===== src/rtl/drm_rd_pkg.sv =====
// rtl/drm_rd_pkg.sv - shared types and helpers for the SDPRAM read streamer
package drm_rd_pkg;

  typedef enum logic [1:0] {
    IDLE,
    ISSUE,
    DRAIN
  } rd_state_e;

  localparam int RD_LATENCY_NO_OREG = 1;
  localparam int RD_LATENCY_OREG    = 2;

  // One slot per in-flight read plus one so a full-rate stream never stalls issue.
  function automatic int buf_depth(input int rd_latency);
    return rd_latency + 1;
  endfunction

endpackage


===== src/rtl/drm_rd_skid_fifo.sv =====
// rtl/drm_rd_skid_fifo.sv - small register FIFO holding {last, data} read beats
module drm_rd_skid_fifo #(
  parameter int DEPTH = 2,
  parameter int WIDTH = 9,
  parameter int CNT_W = $clog2(DEPTH + 1)
) (
  input  logic             clk_i,
  input  logic             rst_n_i,
  input  logic             push_i,
  input  logic [WIDTH-1:0] push_data_i,
  input  logic             pop_i,
  output logic [WIDTH-1:0] head_o,
  output logic             empty_o,
  output logic [CNT_W-1:0] occupancy_o
);

  localparam int PTR_W = (DEPTH > 1) ? $clog2(DEPTH) : 1;

  logic [WIDTH-1:0] mem_q [DEPTH];
  logic [PTR_W-1:0] wr_ptr_q;
  logic [PTR_W-1:0] rd_ptr_q;
  logic [CNT_W-1:0] count_q;

  // Pointers wrap at DEPTH, which need not be a power of two.
  function automatic logic [PTR_W-1:0] ptr_inc(input logic [PTR_W-1:0] p);
    return (p == PTR_W'(DEPTH - 1)) ? '0 : p + 1'b1;
  endfunction

  always_ff @(posedge clk_i) begin
    if (!rst_n_i) begin
      for (int i = 0; i < DEPTH; i++) mem_q[i] <= '0;
      wr_ptr_q <= '0;
      rd_ptr_q <= '0;
      count_q  <= '0;
    end else begin
      if (push_i) begin
        mem_q[wr_ptr_q] <= push_data_i;
        wr_ptr_q        <= ptr_inc(wr_ptr_q);
      end
      if (pop_i) rd_ptr_q <= ptr_inc(rd_ptr_q);
      case ({push_i, pop_i})
        2'b10:   count_q <= count_q + 1'b1;
        2'b01:   count_q <= count_q - 1'b1;
        default: count_q <= count_q;
      endcase
    end
  end

  assign head_o      = mem_q[rd_ptr_q];
  assign empty_o     = (count_q == '0);
  assign occupancy_o = count_q;

endmodule


===== src/rtl/drm_sdpram_rd_streamer.sv =====
// rtl/drm_sdpram_rd_streamer.sv - issues SDPRAM reads for a command and streams the words out
module drm_sdpram_rd_streamer
  import drm_rd_pkg::*;
#(
  parameter int ADDR_WIDTH = 7,
  parameter int DATA_WIDTH = 8,
  parameter int RD_LATENCY = 1
) (
  input  logic                  rd_clk,
  input  logic                  rd_rst_n,
  input  logic                  cmd_valid,
  output logic                  cmd_ready,
  input  logic [ADDR_WIDTH-1:0] cmd_addr,
  input  logic [ADDR_WIDTH:0]   cmd_len,
  output logic [ADDR_WIDTH-1:0] ram_rd_addr,
  input  logic [DATA_WIDTH-1:0] ram_rd_data,
  output logic                  m_valid,
  input  logic                  m_ready,
  output logic [DATA_WIDTH-1:0] m_data,
  output logic                  m_last,
  output logic                  busy,
  output logic                  done
);

  localparam int BUF_DEPTH = buf_depth(RD_LATENCY);
  localparam int OCC_W     = $clog2(BUF_DEPTH + 1);
  localparam int CNT_W     = $clog2(2 * BUF_DEPTH + 1);

  rd_state_e                 state_q, state_d;
  logic [ADDR_WIDTH-1:0]     addr_q, addr_d;
  logic [ADDR_WIDTH:0]       rem_q, rem_d;
  logic                      cmd_ready_q;
  logic                      done_q, done_d;
  logic [RD_LATENCY-1:0]     vld_sr_q, vld_sr_d;
  logic [RD_LATENCY-1:0]     last_sr_q, last_sr_d;
  logic                      issue;
  logic                      pop;
  logic                      credit;
  logic                      fifo_empty;
  logic [OCC_W-1:0]          occ;
  logic [CNT_W-1:0]          inflight;
  logic [DATA_WIDTH:0]       head;

  assign m_valid = !fifo_empty;
  assign pop     = m_valid && m_ready;

  // A word popped this cycle frees its slot in time for a read issued now.
  always_comb begin
    inflight = '0;
    for (int i = 0; i < RD_LATENCY; i++) inflight = inflight + CNT_W'(vld_sr_q[i]);
    credit = (CNT_W'(occ) + inflight) < (CNT_W'(BUF_DEPTH) + CNT_W'(pop));
  end

  always_comb begin
    state_d = state_q;
    addr_d  = addr_q;
    rem_d   = rem_q;
    done_d  = 1'b0;
    issue   = 1'b0;
    case (state_q)
      IDLE: begin
        if (cmd_valid && cmd_ready_q) begin
          if (cmd_len == '0) begin
            done_d = 1'b1;
          end else begin
            addr_d  = cmd_addr;
            rem_d   = cmd_len;
            state_d = ISSUE;
          end
        end
      end
      ISSUE: begin
        if (credit) begin
          issue  = 1'b1;
          addr_d = addr_q + 1'b1;
          rem_d  = rem_q - 1'b1;
          if (rem_q == (ADDR_WIDTH + 1)'(1)) state_d = DRAIN;
        end
      end
      DRAIN: begin
        if (pop && head[DATA_WIDTH]) begin
          state_d = IDLE;
          done_d  = 1'b1;
        end
      end
      default: state_d = IDLE;
    endcase
    vld_sr_d     = vld_sr_q << 1;
    vld_sr_d[0]  = issue;
    last_sr_d    = last_sr_q << 1;
    last_sr_d[0] = issue && (rem_q == (ADDR_WIDTH + 1)'(1));
  end

  always_ff @(posedge rd_clk) begin
    if (!rd_rst_n) begin
      state_q     <= IDLE;
      addr_q      <= '0;
      rem_q       <= '0;
      cmd_ready_q <= 1'b0;
      done_q      <= 1'b0;
      vld_sr_q    <= '0;
      last_sr_q   <= '0;
    end else begin
      state_q     <= state_d;
      addr_q      <= addr_d;
      rem_q       <= rem_d;
      cmd_ready_q <= (state_d == IDLE);
      done_q      <= done_d;
      vld_sr_q    <= vld_sr_d;
      last_sr_q   <= last_sr_d;
    end
  end

  drm_rd_skid_fifo #(
    .DEPTH(BUF_DEPTH),
    .WIDTH(DATA_WIDTH + 1),
    .CNT_W(OCC_W)
  ) u_buf (
    .clk_i       (rd_clk),
    .rst_n_i     (rd_rst_n),
    .push_i      (vld_sr_q[RD_LATENCY-1]),
    .push_data_i ({last_sr_q[RD_LATENCY-1], ram_rd_data}),
    .pop_i       (pop),
    .head_o      (head),
    .empty_o     (fifo_empty),
    .occupancy_o (occ)
  );

  assign cmd_ready   = cmd_ready_q;
  assign ram_rd_addr = addr_q;
  assign m_data      = head[DATA_WIDTH-1:0];
  assign m_last      = head[DATA_WIDTH];
  assign busy        = (state_q != IDLE);
  assign done        = done_q;

endmodule


===== config.mk =====
export PLATFORM = sky130hd
export DESIGN_NAME = drm_sdpram_rd_streamer
export DESIGN_NICKNAME = d
export VERILOG_FILES = /design/src/rtl/drm_rd_pkg.sv /design/src/rtl/drm_rd_skid_fifo.sv /design/src/rtl/drm_sdpram_rd_streamer.sv
export SDC_FILE = /design/constraint.sdc
export NUM_CORES = 1
export LEC_CHECK = 0
export CAP_MARGIN = 0
export CORE_MARGIN = 1.5
export CORE_UTILIZATION = 30
export DETAILED_ROUTE_END_ITERATION = 16
export SLEW_MARGIN = 20
export SYNTH_ARGS = -nofsm -noshare
export SYNTH_HDL_FRONTEND = slang
export SYNTH_SLANG_ARGS = --single-unit

===== constraint.sdc =====
create_clock -name rd_clk -period 3.7 [get_ports rd_clk]
set_clock_uncertainty 0.05 [all_clocks]
set_input_delay 0.74 -clock rd_clk [delete_from_list [all_inputs] [get_ports rd_clk]]
set_output_delay 0.74 -clock rd_clk [all_outputs]
set_load 0.1 [all_outputs]

==> reports/metrics.cfg <==
[outcome]
outcome = finished clean

[cells_and_area]
layout_commonest_cell = clkdlybuf4s50_1
area_growth_pct = 27.7
drive_gt1_frac = 0.173
layout.nets = 303
final_cell_mix = clkdlybuf4s50_1, dfxtp_1, nand2_1, and2_1, edfxtp_1
antennaDiodeCount = 0

[cts]
htreeDepth = 2
cts_tree = done
postCtsHoldBufs = 0
clockRootBuffer = clkbuf_8
cts_setup_buffers = 0
clk_latency_ps = 290
cts.sink_count = 44
path_clk_slew_ps = 90
post_cts_resized = 0
cts_buffers = 5
cts_max_path_buffers = 2

[logic_synthesis]
synth_fp_nets = 259
ys.flop_type = dfxtp_1
ys_warn_count = 0
synth-edff-count = 18
avgSynthCellArea_um2 = 9.92
synthCells = 226
syn_area_um2 = 2240
ys_types = 48
ys_async_sr_fraction = 0
ys_seq_area_frac = 0.473
ys_ff_latch = 44

[setup_path]
cp_top_family = buffers and inverters
cp-start-kind = flip-flop
cp.required_ps = 2910
crit_chain = clkdlybuf4s50_1
crit_path_max_incr_delay_ps = 1170
critPathArrivalTime_ps = 1890
cpMaxStageDelayCell = clkdlybuf4s50_1
endpoint_kind = output pin
crit_type = flip-flop to output pin
path_max_fanout = 5
worst-path-buf-inv = 1

[timing]
postLayoutSetupSlackWorst_ps = 1020
relSlewSlack = 0.352
rsz0062_at_grt = false
min_period_ps = 2680
maxSlewViolCount = 0
setup_tns_ps = 0
fin_crit_sh = 0.725
hold_viol_final = 0
setup_viol = 0
fmax_mhz = 373
worstMarginPinSlew_ps = 970

[global_routing]
grtUsageTotal = 0.125
antenna_found_initial = 0
grt_max_degree = 35
grt_pass1_wl_mm = 7.70
overflow = 0
grt_pass1_vias = 1611

[power]
power.switching_mw = 0.520
share_seq_of_total_power = 0.411
p_clk_frac = 0.257
p_int_mw = 0.891
power.density_nw_per_um2 = 493
p_sw_frac = 0.369
p_leak_nw = 1.05
finalPower_mw = 1.41
ir_worst_vdd_uv = 294
combPwrFrac = 0.331

[routing]
dr.pass1.iters = 6
drc = 0
vias = 1784
postRouteAntennaNets = 0
drt_wl_total_mm = 4.73
drt-initial-drc-count = 98
routed_via_density = 4.82
wire_per_inst_um = 12.8

[hold_path]
hp-class = flip-flop to flip-flop

[floorplanning]
start_util = 0.309
core_um2 = 7250
die_y_um = 89.5
ios = 47
die_w_um = 89.5
die-area_um2 = 8000
rows = 31

[placed_design]
dp_hpwl_mm = 3.39
port_buffers = 46
dp_slack_ps = 942
gp_congestion = 0.763

[run]
maxCapViolCount = 0

Yosys cell counts (all sizes together) (2+ instances only):
cell type | count | area (um^2)
o211ai | 3 | 22.5
mux2 | 9 | 101
nor3 | 10 | 50.1
edfxtp | 18 | 541
a21oi | 20 | 111
nor4 | 2 | 12.5
o21ai | 7 | 42.5
inv | 4 | 15.0
o31a | 2 | 26.3
nand3b | 2 | 15.0
or4 | 3 | 26.3
a31oi | 3 | 18.8
or3 | 3 | 18.8
o32ai | 6 | 52.6
nor2 | 17 | 63.8
dfxtp | 26 | 521
ha | 6 | 75.1
and2 | 19 | 119
nand2 | 19 | 71.3
xnor2 | 3 | 26.3
nand2b | 7 | 43.8
o31ai | 3 | 22.5
clkbuf | 7 | 26.3
nand3 | 2 | 10.0
or2 | 4 | 25.0
buf | 6 | 51.3
a21bo | 2 | 20.0
worst min-delay path, delay by kind of cell, from the launching register on:
family	cells	cell delay [ps]
flops	1	320
compound gates	1	60
simple gates	1	60
stage by stage:
stage | util | hold slack [ps] | instances | instance area (um^2)
6_report | 0.395 | 430 | 370 | 2860
5_1_grt | 0.395 | 450 | 370 | 2860
4_1_cts | 0.395 | 428 | 370 | 2860
3_5_place_dp | 0.379 | 414 | 362 | 2750
3_3_place_gp | 0.379 | 412 | 362 | 2750
2_1_floorplan | - | 389 | 226 | 2240
final timing paths:
check,start,endpoint,slack [ps],cells past startpoint
worst max-delay path,ram_rd_addr[2],ram_rd_addr[2],1020,1
worst min-delay path,rem_q[6],rem_q[6],430,2
worst max register to register,u_buf.occupancy_o[0],rem_q[0],1590,6
worst min register to register,rem_q[6],rem_q[6],430,2
state kept, by name, indices dropped and copies added (netlist names), named ones only:
name	flops
u_buf.rd_ptr_q	1
cmd_ready	1
done	1
u_buf.mem_q	18
vld_sr_q	1
last_sr_q	1
rem_q	8
ram_rd_addr	7
u_buf.occupancy_o	2
state_q	2
u_buf.wr_ptr_q	1
cell type report:
type / count / area, um^2
multi-input cells: 164 / 1080
fillers: 726 / 4390
flip-flops and latches: 44 / 1060
clock inverters: 3 / 42.5
well taps: 99 / 124
inverters: 5 / 18.8
repair buffers: 50 / 463
clock buffers: 5 / 68.8
cells by family (layout without fill, tap and decap cells):
logic type | Yosys count | count (layout) | synth area share
AO/OA/AOI/OAI | 53 | 53 | 0.171
XOR/XNOR | 4 | 4 | 0.0156
adder cells (fa/ha/maj) | 6 | 6 | 0.0335
buffers and inverters | 18 | 63 | 0.0430
flip-flops | 44 | 44 | 0.473
multiplexers | 9 | 9 | 0.0452
AND/OR/NAND/NOR | 92 | 92 | 0.218
power groups by stage:
| stage | clock network, mW | registers (mW) | logic, mW |
|---|---|---|---|
| global placement | 0 | 0.593 | 0.467 |
| global route | 0.396 | 0.588 | 0.500 |
| floorplan | 0 | 0.648 | 0.314 |
| finish | 0.363 | 0.581 | 0.468 |
| detailed placement | 0 | 0.593 | 0.470 |
| CTS | 0.376 | 0.582 | 0.472 |
layer usage:
metal	GRT usage	vias to the layer above	routed length, um
met3	0.0360	2	281
met2	0.194	54	2130
met5	0	-	0
met4	0.0294	0	19
li1	-	905	-
met1	0.172	823	2310
Power figures use the tool's default switching activity.
